<file path="config.mk">
export PLATFORM = sky130hd
export DESIGN_NAME = rc_pwm_dac
export DESIGN_NICKNAME = d
export VERILOG_FILES = /design/src/rtl/rc_pwm_dac.sv
export SDC_FILE = /design/constraint.sdc
export NUM_CORES = 1
export LEC_CHECK = 0
export ABC_AREA = 0
export CORE_MARGIN = 4
export CORE_UTILIZATION = 49
export DETAILED_ROUTE_END_ITERATION = 16
export GPL_TIMING_DRIVEN = 0
export PLACE_DENSITY = 0.79
export SLEW_MARGIN = 15
export SYNTH_ARGS = -nofsm -noshare
export SYNTH_HDL_FRONTEND = slang
export SYNTH_SLANG_ARGS = --single-unit
</file>
<file path="constraint.sdc">
create_clock -name clki -period 6.2 [get_ports clki]
set_input_delay 0.93 -clock clki [delete_from_list [all_inputs] [get_ports clki]]
set_output_delay 0.93 -clock clki [all_outputs]
set_load 0.02 [all_outputs]
</file>
<file path="src/rtl/rc_pwm_dac.sv">
`timescale 1ns/1ps
// Purpose: slew-limited PWM DAC; ramps duty toward a requested level, holds, then flags settled.
// Latency: one duty step per PWM period end; settled after ceil(|delta|/STEP)+SETTLE_PERIODS period ends (+<=1 clk).
// Backpressure: level_ready high only in IDLE; level_valid outside IDLE is dropped, never queued.
//
// Ports:
//   clki        sole clock
//   resetn      asynchronous active-low reset
//   level       requested duty (0 = always low), taken on level_valid & level_ready
//   level_valid request strobe, held by the requester until level_ready
//   level_ready high only while idle
//   out         push-pull drive to the RC network
//   busy        high whenever not idle
//   settled     last accepted level reached and held for SETTLE_PERIODS periods
//   disp        top four bits of the active duty, for LEDs
//
// Build option: define RC_PWM_DAC_SD_EN to replace the comparator PWM with a
// first-order sigma-delta modulator (same average, lower ripple).
module rc_pwm_dac #(
  parameter int WIDTH          = 8,
  parameter int STEP           = 16,
  parameter int SETTLE_PERIODS = 4
) (
  input  logic             clki,
  input  logic             resetn,
  input  logic [WIDTH-1:0] level,
  input  logic             level_valid,
  output logic             level_ready,
  output logic             out,
  output logic             busy,
  output logic             settled,
  output logic [3:0]       disp
);

  localparam int SW = (SETTLE_PERIODS < 1) ? 1 : $clog2(SETTLE_PERIODS + 1);
  localparam logic [WIDTH-1:0] STEP_N     = WIDTH'(STEP);
  localparam logic [SW-1:0]    SETTLE_MAX = SW'(SETTLE_PERIODS);

  typedef enum logic [1:0] {S_IDLE, S_RAMP, S_SETTLE} state_t;

  state_t           r_state;
  state_t           w_state_nxt;
  logic [WIDTH-1:0] r_cnt;
  logic [WIDTH-1:0] r_cur;
  logic [WIDTH-1:0] r_target;
  logic [WIDTH-1:0] r_duty;
  logic [SW-1:0]    r_settle_cnt;
  logic             r_settled;

  logic             w_pe;
  logic             w_accept;
  logic             w_step_en;
  logic             w_settle_clr;
  logic             w_settle_inc;
  logic             w_set_settled;
  logic             w_up;
  logic [WIDTH:0]   w_diff;
  logic [WIDTH-1:0] w_step;
  logic [WIDTH-1:0] w_cur_nxt;

  assign w_pe        = (r_cnt == '1);
  assign level_ready = (r_state == S_IDLE);
  assign busy        = (r_state != S_IDLE);
  assign settled     = r_settled;
  assign disp        = r_duty[WIDTH-1 -: 4];

  // Distance to target is taken one bit wider so the magnitude never wraps;
  // the step is the smaller of STEP and that distance, so cur lands exactly on target.
  assign w_up      = (r_target > r_cur);
  assign w_diff    = w_up ? ({1'b0, r_target} - {1'b0, r_cur})
                          : ({1'b0, r_cur} - {1'b0, r_target});
  assign w_step    = (w_diff > {1'b0, STEP_N}) ? STEP_N : w_diff[WIDTH-1:0];
  assign w_cur_nxt = w_up ? (r_cur + w_step) : (r_cur - w_step);

  always_ff @(posedge clki or negedge resetn) begin
    if (!resetn) begin
      r_state <= S_IDLE;
    end else begin
      r_state <= w_state_nxt;
    end
  end

  always_comb begin
    w_state_nxt   = r_state;
    w_accept      = 1'b0;
    w_step_en     = 1'b0;
    w_settle_clr  = 1'b0;
    w_settle_inc  = 1'b0;
    w_set_settled = 1'b0;
    case (r_state)
      S_IDLE: begin
        if (level_valid) begin
          w_accept    = 1'b1;
          w_state_nxt = S_RAMP;
        end
      end
      S_RAMP: begin
        // Equality is tested before stepping, so a request equal to the
        // current duty goes straight to SETTLE without touching the duty.
        if (r_cur == r_target) begin
          w_settle_clr = 1'b1;
          w_state_nxt  = S_SETTLE;
        end else if (w_pe) begin
          w_step_en = 1'b1;
        end
      end
      S_SETTLE: begin
        if (r_settle_cnt == SETTLE_MAX) begin
          w_set_settled = 1'b1;
          w_state_nxt   = S_IDLE;
        end else if (w_pe) begin
          w_settle_inc = 1'b1;
        end
      end
      default: w_state_nxt = S_IDLE;
    endcase
  end

  always_ff @(posedge clki or negedge resetn) begin
    if (!resetn) begin
      r_cnt        <= '0;
      r_cur        <= '0;
      r_target     <= '0;
      r_duty       <= '0;
      r_settle_cnt <= '0;
      r_settled    <= 1'b0;
    end else begin
      r_cnt <= r_cnt + 1'b1;
      if (w_accept) begin
        r_target  <= level;
        r_settled <= 1'b0;
      end else if (w_set_settled) begin
        r_settled <= 1'b1;
      end
      // Steps only happen on a period-end edge, so the new duty covers a
      // whole period starting at cnt == 0.
      if (w_step_en) begin
        r_cur  <= w_cur_nxt;
        r_duty <= w_cur_nxt;
      end
      if (w_settle_clr) begin
        r_settle_cnt <= '0;
      end else if (w_settle_inc) begin
        r_settle_cnt <= r_settle_cnt + 1'b1;
      end
    end
  end

`ifdef RC_PWM_DAC_SD_EN
  // Carry of the accumulator is the output bit; it is dropped before the
  // next add so the remainder alone carries forward.
  logic [WIDTH:0] r_acc;

  always_ff @(posedge clki or negedge resetn) begin
    if (!resetn) begin
      r_acc <= '0;
    end else begin
      r_acc <= {1'b0, r_acc[WIDTH-1:0]} + {1'b0, r_duty};
    end
  end

  assign out = r_acc[WIDTH];
`else
  logic r_out;

  always_ff @(posedge clki or negedge resetn) begin
    if (!resetn) begin
      r_out <= 1'b0;
    end else begin
      r_out <= (r_cnt < r_duty);
    end
  end

  assign out = r_out;
`endif

endmodule

</file>
Word-level counts from Yosys, hierarchy flattened. Cells that the tools add are included.

Add/subtract/negate cells: 6. Order comparisons: 3. Equality and inequality tests: 8. Muxes and demuxes: 22. Reductions and logical operators: 5.

Operators with widths (count): $sub 8x8->9 (2); $mux 8 (2); $mux 1 (13); $gt 9x5->1 const B (1); $mux 9 (1); $add 8x1->8 const B (1); $add 8x8->8 (1); $eq 8x8->1 (1); $eq 8x8->1 const B (1); $gt 8x8->1 (1); $lt 8x8->1 (1); $sub 8x8->8 (1); $mux 2 (3); $mux 3 (2); $ne 2x2->1 const B (3); $pmux 2 s3 (1); $reduce_bool 2->1 (3); $add 3x1->3 const B (1); $eq 3x3->1 const B (1); $reduce_and 3->1 (1); $eq 2x1->1 const B (1); $eq 2x2->1 const B (1); $logic_not 2->1 (1).

Flip-flop bits (word level): 31. Bits of input ports: 11. Output and inout bits: 8. Logic and storage cells: 51.

Logic depth before layout (Yosys ltp). Gate-level depths: netlist of the first run.

Word-level depth: 6. Mapped depth: 24.

Worst setup path after synthesis of the first run. Ideal clock, no wire load.

Kind: reg-to-reg. Start point: register, netlist name r_duty[1]. End point: register r_duty[7]. Data arrival time: 4497 ps. Slack: 1579 ps. Cell stages (with the launch flop): 23. Buffers on the path: 0. Clock period less this slack: 4621 ps. Path through: dfrtp_1 > inv_1 > ha_1 > nor2b_1 > o21a_4 > a2111oi_4 > nor2_2 > mux2i_2 > xor2_2 > o21ai_2 > a211o_1 > ha_1 > or3_1 > a31oi_1 > ha_1 > o21ai_0 > a21boi_0 > o21ai_0 > a21oi_1 > inv_1 > a311oi_1 > nor2_1 > xnor2_1.

RTL lines: end signal: assignment (line 139) `r_duty <= w_cur_nxt;`; end: declaration (line 46) `logic [WIDTH-1:0] r_duty;`.

==> results of run 1 <==
[flip-flops by register name, summed over array words and instances (netlist names)]
| name | cells |
|---|---|
| r_target | 8 |
| r_settle_cnt | 3 |
| r_cnt | 8 |
| settled | 1 |
| r_duty | 8 |
| r_state | 2 |
| out | 1 |
[placed cells by master (no fill, tap or decap), drive strengths merged, types with 3 or more instances in the layout]
master         synthesis  routed
or2                    7       7
buf                    8       9
nor3                   8       8
and2                   3       3
xnor2                  9       9
o21a                   3       3
nor2b                  4       4
o21ai                 31      31
xor2                  10      10
clkdlybuf4s50          0      17
nor3b                  3       3
nand2                 28      28
fa                     3       3
inv                   30      30
and3                   6       6
dfrtp                 31      31
nor2                  23      23
nand3                  7       7
a211oi                 3       3
clkbuf                 5      12
nand2b                 8       8
ha                    34      34
mux2i                  4       4
a21oi                 15      15
a21o                   9       9
[where the power goes]
group          internal, uW  switching, uW  total [uW]
sequential              206           2.54         208
clock                   101           79.6         181
combinational          37.1           49.3        86.5
[logic make-up after synthesis]
family	count (synthesis)
AND/OR/NAND/NOR	106
buffers and inverters	43
AO/OA/AOI/OAI	80
adder cells (fa/ha/maj)	37
multiplexers	5
XOR/XNOR	19
flip-flops	31
[cell type report]
type	count	area, sq um
Inverter	30	113
Fill cell	520	2350
Clock inverter	1	7.51
Multi-Input combinational cell	247	1790
Buffer	13	75.1
Tap cell	72	90.1
Timing Repair Buffer	18	175
Clock buffer	7	96.3
Sequential cell	31	776
[per-stage QoR]
stage | hold slack (ns) | setup WS [ns] | util (%)
finish | 0.505 | 0.725 | 57.0
detailed placement | 0.490 | 0.780 | 55.1
floorplan | 0.454 | 1.58 | -
global route | 0.524 | 0.294 | 57.0
global placement | 0.486 | 0.885 | 55.2
CTS | 0.500 | 0.740 | 57.0
[routing by layer]
layer | vias up | track usage [%] | share of wire [%]
met3 | 9 | 2.98 | 5.0
met5 | - | 0 | 0
met2 | 62 | 29.3 | 46
met1 | 1059 | 24.5 | 47
li1 | 1156 | - | -
met4 | 0 | 6.84 | 2.3
[critical path: stages, from the launching register on]
cell and delay, ns:
dfrtp_1 0.48, inv_1 0.13, ha_1 0.35, and2_1 0.21, nand3_1 0.23, o21ai_0 0.22, or2_1 0.25, buf_2 0.17
o311ai_2 0.43, o21ai_2 0.17, a211o_1 0.30, ha_1 0.24, or3_1 0.37, a31oi_1 0.20, ha_1 0.20, o21ai_0 0.13
a21boi_0 0.26, o21ai_0 0.15, a21oi_1 0.26, nor2_1 0.07, a41o_1 0.25, nor2_1 0.18, xnor2_1 0.14
[path summary, 6_finish.rpt]
path,startpoint,end,slack (ns),depth (start not counted)
max,r_duty[5],r_duty[7],0.72,22
min,r_cnt[7],r_cnt[7],0.50,1
max reg2reg,r_duty[5],r_duty[7],0.72,22
min reg2reg,r_cnt[7],r_cnt[7],0.50,1
max in group asynchronous,resetn,r_duty[1],5.08,1
min in group asynchronous,resetn,r_target[5],0.68,1
==> flow_results.org, run 1 <==
** Detailed routing
- Post-detailed-route DRC marker count :: 0
- After detailed routing, the total wire length is about 6 mm.
- Number of nets with antenna violations after detailed routing :: 0
- Detailed routing inserted a total of 2286 vias.
- Vias per cell :: roughly 5.5
- The detailed router finished its first iteration with 136 violations.
- The first detailed-routing pass took 4 iterations.
- In the final routed layout, each cell accounts on average for 14.2 um.

** Clock network
- The clock net in this run drives a total of 31 sinks.
- For the worst-skew pair, the clock arrives at the later sink with an insertion delay of 0.28 ns.
- Buffers added to address setup during post-CTS repair amount to 0.
- CTS Buffer Depth :: 2
- Hold buffer count at CTS :: 0
- The tree is rooted in a clkbuf_8.
- CTS H-tree lvls :: 2
- TritonCTS buffer count :: 5
- Clk slew on worst S/H paths :: 0.07 ns
- Post-cts gate resize count :: 0
- Clock tree from TritonCTS :: done

** Global route
- For this run the aggregate overflow at the end of global routing stands at 0.
- Across every metal layer, demand over resource in global routing totals 18.2%.
- Number of antenna violations at the first check in global routing :: 0
- Maximum number of pins on one net before global-route repair :: 32
- First-pass GRT wire length :: roughly 10 mm
- Vias in the first global route :: ~2.2k

** Placement
- Post-DP Area :: 3010 sq um
- Routability congestion estimate from global placement :: 0.889
- Buffers placed on the I/O ports in this run total 18.
- Detailed placement HPWL :: 4.62 mm
- The number of placed instances, taps included, is just over 400.

** Synth
- Number of unique standard cell types used by synthesis :: 56
- The most common cell in the synthesized netlist is ha_1.
- Post-synthesis xor/xnor area fraction :: 6.33%
- The synthesized netlist devotes 19.5% of its cell area to simple gates.
- In the synthesized netlist the async set-or-reset flop fraction comes to 100%.
- Summing the sequential cell areas from Yosys gives 28.2% of the chip area.
- Top post-synthesis cells by area :: dfrtp_1 28%, ha_1 15%, o21ai_0 4.9%
- Post-synthesis share of cell area spent on full adders, half adders and majority gates :: between 10% and 20%
- Summing the areas of all compound-gate instances in the mapped netlist gives approximately 19% of the synthesized area.
- The synthesized design spends more area on one cell type than any other, namely dfrtp_1.
- The synthesized design contains 0 enable-type register cells.
- Synthesis inferred 31 register bits.
- Dominant combinational cell family by area after synthesis :: simple AND/OR/NAND/NOR gates
- Of the post-synthesis cell area, the part taken by muxes is 2.00%.
- When the netlist entered floorplanning its net count stood at 369.
- After synthesis, the mean cell area works out to 8.56 sq um.
- Of the post-synthesis cell area, the dominant cell type holds 28.2%.
- For this run, the leading register cell type out of synthesis is dfrtp_1.
- Counting every instance in the synthesized netlist gives 321.
- Yosys printed 0 warnings.
- In this run the cell area of the synthesized design comes to 2750 sq um.
- Most instantiated cells after synthesis :: 34 x ha_1, 31 x dfrtp_1, 30 x inv_1

** Critical path
- STA puts the critical path data required time at 6.41 ns.
- In this run the worst path has a maximum fanout of 8.
- Data arrives at the worst endpoint at 5.68 ns.
- STA classifies the critical path startpoint as a flop.
- Kind of critical path :: reg2reg
- Kind of capture point of the worst setup path :: flop

** Floorplan
- From left edge to right edge, the die measures roughly 83 um.
- Once the floorplan was initialized, standard cells occupied about half of the core.
- Core outline area :: 5470 sq um
- Standard-cell rows :: 27
- Die span in y :: about 83 um
- Die footprint :: 6870 sq um
- In this run the count of I/O pins placed on the die edge is 19.

** Final layout
- Final instance count without filler cells :: approximately 420
- The final layout contains 394 nets.
- The finished cells cover between 3000 and 4000 sq um.
- The repair_antennas step left the layout with diodes totalling 0.
- Cells with a size suffix above 1 make up 8.65% of the layout.
- Area Overhead vs Synth :: 13.4%

** Timing
- Measured against its own limit, the worst slew margin works out to 54.3%.
- Post-route setup TNS :: 0 ns
- Worst-margin pin slew :: 0.685 ns
- Setup repair after global routing missed its margin :: no
- Minimum clock period :: 5.48 ns
- The number of pins exceeding their max-slew limit in the final report came to 0.
- Setup Viol. Count Final :: 0
- Clock skew on the completed layout was measured at 0.00571 ns.
- Static timing analysis puts the maximum clock frequency at 183 MHz.
- Endpoints failing hold :: 0
- The final critical path takes up 88.3% of the cycle.

** Pwr
- In this run the power density over the cells is 152 nW/um^2.
- Leakage power of the design :: 0.00143 uW
- Worst vdd ir :: 0.000129 V
- Total power for the finished layout comes to 475 uW.

** Outcome
- Outcome :: finished, final reports clean

** Worst hold path
- Hold Path Class :: reg2reg

** Flow run
- Number of max-cap violations :: 0
Note: power is estimated with default switching activity, not from simulation.
==> run 2: changes to the inputs <==
- CORE_ASPECT_RATIO: default -> 1.4
- CORE_MARGIN: 4 -> 5
- PLACE_DENSITY: 0.79 -> 0.82
- clock period: 6.2 -> 4.97 ns (I/O delays scaled with it)
==> run 2 against run 1 <==
  * Clock skew increased by 0.0037 ns
  * Critical path type unchanged
  * Via count grew 7.3%
  * Routed wire length grew 11%
==> flow_results.org, run 2 (same netlist as run 1, synthesis figures left out) <==
** Outcome
- The flow ran to the end, and the final reports show no timing, DRC or antenna violations.

** Global route
- The global-route usage over all layers was 18.6% (+0.39 points).
- The met2 track demand over resource is 32.7% (+3.4 points).
- First-pass GRT wire length :: 10.7 mm (+2.9%)
- The global-route met1 utilization came to 21.6% (-3.0 points).
- The met3 track demand over resource in global routing came to 2.45% (-0.53 points).
- Congestion Overflow GR :: 0 (unchanged)
- Most Crowded Layer GR :: met2
- The initial antenna violation count was 0 (unchanged).
- The pin count of the biggest net entering global routing came to 32 (unchanged).
- Vias in the first global route :: 2350 (+6.1%)

** Critical path
- Cell count of the worst reg-to-reg path :: 23 (+4.5%)
- Slowest-stage cell, CP :: dfrtp_2
- Origin of the critical flop-to-flop path :: r_duty[3]
- Worst endpoint required time :: 5.18 ns (-1.23 ns)
- Grouping stages by cell kind, the critical path spends the most delay in compound AO/OA/AOI/OAI gates.
- Data arrival time of the critical path :: 5.03 ns (-0.65 ns)
- The count of buffering cells on the critical path with inverters included came to 2 (unchanged).
- The delay of the slowest cell on the worst path is 0.43 ns (-0.05 ns).
- STA classifies the critical path endpoint as a flop.
- Setup slack of the most critical reg-to-reg path :: 0.15 ns (-0.57 ns)
- The worst setup path is launched from a flop.
- The critical path goes through inv_1, ha_1, buf_2, a21o_1, nand2_1, a31oi_1, or2_1, a221o_1, nand2_2, o21ai_4, a211o_1, ha_2, or3_1, a31oi_1, ha_1, o21ai_1, a21boi_1, o21ai_2, a21oi_2, nor2_1, a41o_1, nor2_2, xnor2_1.
- The critical-path maximum fanout is 10 (+2).
- By startpoint and endpoint, the worst setup path is classified as reg2reg.
- The endpoint identified for the worst register-to-register timing path is r_duty[7].

** Placement
- Detailed placement HPWL :: 4.75 mm (+2.8%)
- The instance count after placement with tap cells included came to 407 (-0.97%).
- Input/output buffers :: 18 (unchanged)
- The final estimated routing congestion in global placement came to 0.907 (+2.1%).

** Final layout
- Most common library cell in the layout ignoring fill and taps :: ha_1
- Area Overhead vs Synth :: 21.3%
- Commonest non-fill, non-tap cells in the layout :: 32 x ha_1, 28 x inv_1, 26 x nand2_1, 26 x dfrtp_1, 24 x o21ai_0
- The antenna diode count was 0 (unchanged).
- The share of the core filled with cells came to 60.8% (+3.8 points).
- Final #Nets :: 411 (+4.3%)
- Final instance count without filler cells :: 432 (+3.1%)
- Fraction of final layout cells sized beyond drive strength 1 :: 19.2% (+11 points)
- In the final layout, the registers with the most flip-flops are r_cnt x8, r_duty x8, r_target x8.

** Pwr
- The internal power contribution is 441 uW (+28%).
- Reg power frac :: 42.4% (-1.4 points)
- The leakage power total is 0.00154 uW (+7.7%).
- Sw Share :: 28.1% (+0.44 points)
- The fraction of power consumed by combinational cells is 21.0% (+2.8 points).
- Clk network pwr share :: 36.6% (-1.4 points)
- Total net switching power :: 172 uW (+31%)
- Worst vdd ir :: 0.000226 V (+75%)
- P per Cell Area :: 184 nW/um^2 (+21%)

** Timing
- The clock skew after layout came to 0.00938 ns (+0.00367 ns).
- The final period demand of the worst path was 4.82 ns (-0.658 ns).
- The max-slew headroom at the worst pin is 54.2% (-0.11 points).
- The transition at the pin with the smallest max-transition slack came to 0.687 ns (+0.00164 ns).
- Endpoints failing hold :: 0 (unchanged)
- The maximum clock frequency is 208 MHz (+14%).
- Setup Viol. Count Final :: 0 (unchanged)
- The post-route fraction of the period consumed by the critical path came to 96.9% (+8.6 points).
- Final max-slew violation count :: 0 (unchanged)

** Floorplan
- The area of the die came to 7230 sq um (+5.2%).
- The top-level port count is 19 (unchanged).
- The die outline width was 73.3 um (-12%).
- The die boundary height is 98.6 um (+19%).
- Standard-cell rows :: 32 (+19%)
- Starting density of the core :: 50.1% (-0.11 points)
- The floorplan core area is 5490 sq um (+0.23%).

** Detailed routing
- The detailed-router iteration count before antenna repair came to 4 (unchanged).
- The detailed router's first-iteration violation count is 130 (-4.4%).
- Vias per cell :: 5.68 (+4.1%)
- The per-cell routed wire length is 15.2 um (+7.3%).
- Total via count after detailed routing :: 2454 (+7.3%)
- Number of nets with antenna violations after detailed routing :: 0 (unchanged)
- The DRC violation count after routing was 0 (unchanged).
- Total wire length after detailed routing :: 6.58 mm (+11%)

** Clock network
- Clock tree from TritonCTS :: done
- The H-tree depth reported by CTS is 2 (unchanged).
- The TritonCTS buffer count came to 5 (unchanged).
- CTS Buffer Depth :: 2 (unchanged)
- In this run the clock root is driven by a clkbuf_8.
- Clk slew on worst S/H paths :: 0.07 ns (about the same)
- Latest clock arrival within the worst-skew pair :: 0.29 ns (about the same)
- Clock sink count :: 31 (unchanged)

** Flow run
- The number of maximum-capacitance violations came to 0 (unchanged).

** Worst hold path
- The tightest min-delay check is of the in2async type.
-- run 2: cell count changes in the layout (fill, tap and decap cells not counted), moves of 3 or more --
cell      delta
o21ai_0      -3
dfrtp_1      -5
dfrtp_2      +5
buf_4       +18
clkbuf_1     -3
a21oi_1      -3
-- run 2: power by group through the flow --
| stage | clock network, uW | registers (uW) | logic (uW) |
|---|---|---|---|
| global route | 238 | 261 | 141 |
| detailed placement | 0 | 265 | 107 |
| finish | 224 | 260 | 129 |
| floorplan | 0 | 265 | 77.2 |
| CTS | 228 | 260 | 114 |
| global placement | 0 | 265 | 105 |
-- run 2: worst register-to-register path: cells and delay by family, from the launching register on --
kind	cells	cell delay [ns]
adders and majority gates	3	0.72
and+or+nand+nor	6	1.06
AOI/OAI and AO/OA	11	2.09
DFF	1	0.43
xor gates and xnor gates	1	0.13
buffers and inverters	2	0.28
-- run 2: routing by layer --
layer  part of all wire (%)  vias up
met2                     54       55
met5                      0        -
met3                    2.9       20
met4                    4.1        0
met1                     39     1182
li1                       -     1197
-- run 2: layout make-up --
cell class | count | area, sq um
fillers | 448 | 2150
plain buffers | 13 | 87.6
clock inverters | 1 | 7.51
inverters | 30 | 113
repair buffers | 35 | 303
flip-flops and latches | 31 | 782
multi-input cells | 247 | 1860
well taps | 68 | 85.1
clock buffers | 7 | 96.3
-- run 2: what timing repair did --
action | 4_1_cts | 5_1_grt
pin swaps | 3 | 15
gates resized for setup | 18 | 18
hold buffers | 0 | 0
setup buffers | 1 | 16
endpoints found under the setup margin | 3 | 2
-- run 2: worst max path at each step --
stage / from / end / slack [ns] / cells after the start
floorplan: r_duty[1] / r_duty[7] / 0.35 / 22
global placement: r_duty[6] / r_duty[7] / -0.39 / 22
detailed placement: r_duty[5] / r_duty[7] / -0.49 / 22
CTS: r_duty[1] / r_duty[7] / 0.009 / 22
global route: r_duty[4] / r_duty[7] / -0.05 / 23
finish: r_duty[3] / r_duty[7] / 0.15 / 23
-- run 2: metrics by stage --
step / hold WS [ns] / area [sq um] / power, uW / TNS, ns / worst slack, ns
finish: 0.494 / 3340 / 613 / 0 / 0.153
global route: 0.537 / 3340 / 639 / -0.0539 / -0.0539
CTS: 0.501 / 3160 / 602 / 0 / 0.00895
detailed placement: 0.491 / 3010 / 372 / -0.573 / -0.486
global placement: 0.485 / 3010 / 370 / -0.414 / -0.394
floorplan: 0.450 / 2750 / 342 / 0 / 0.349
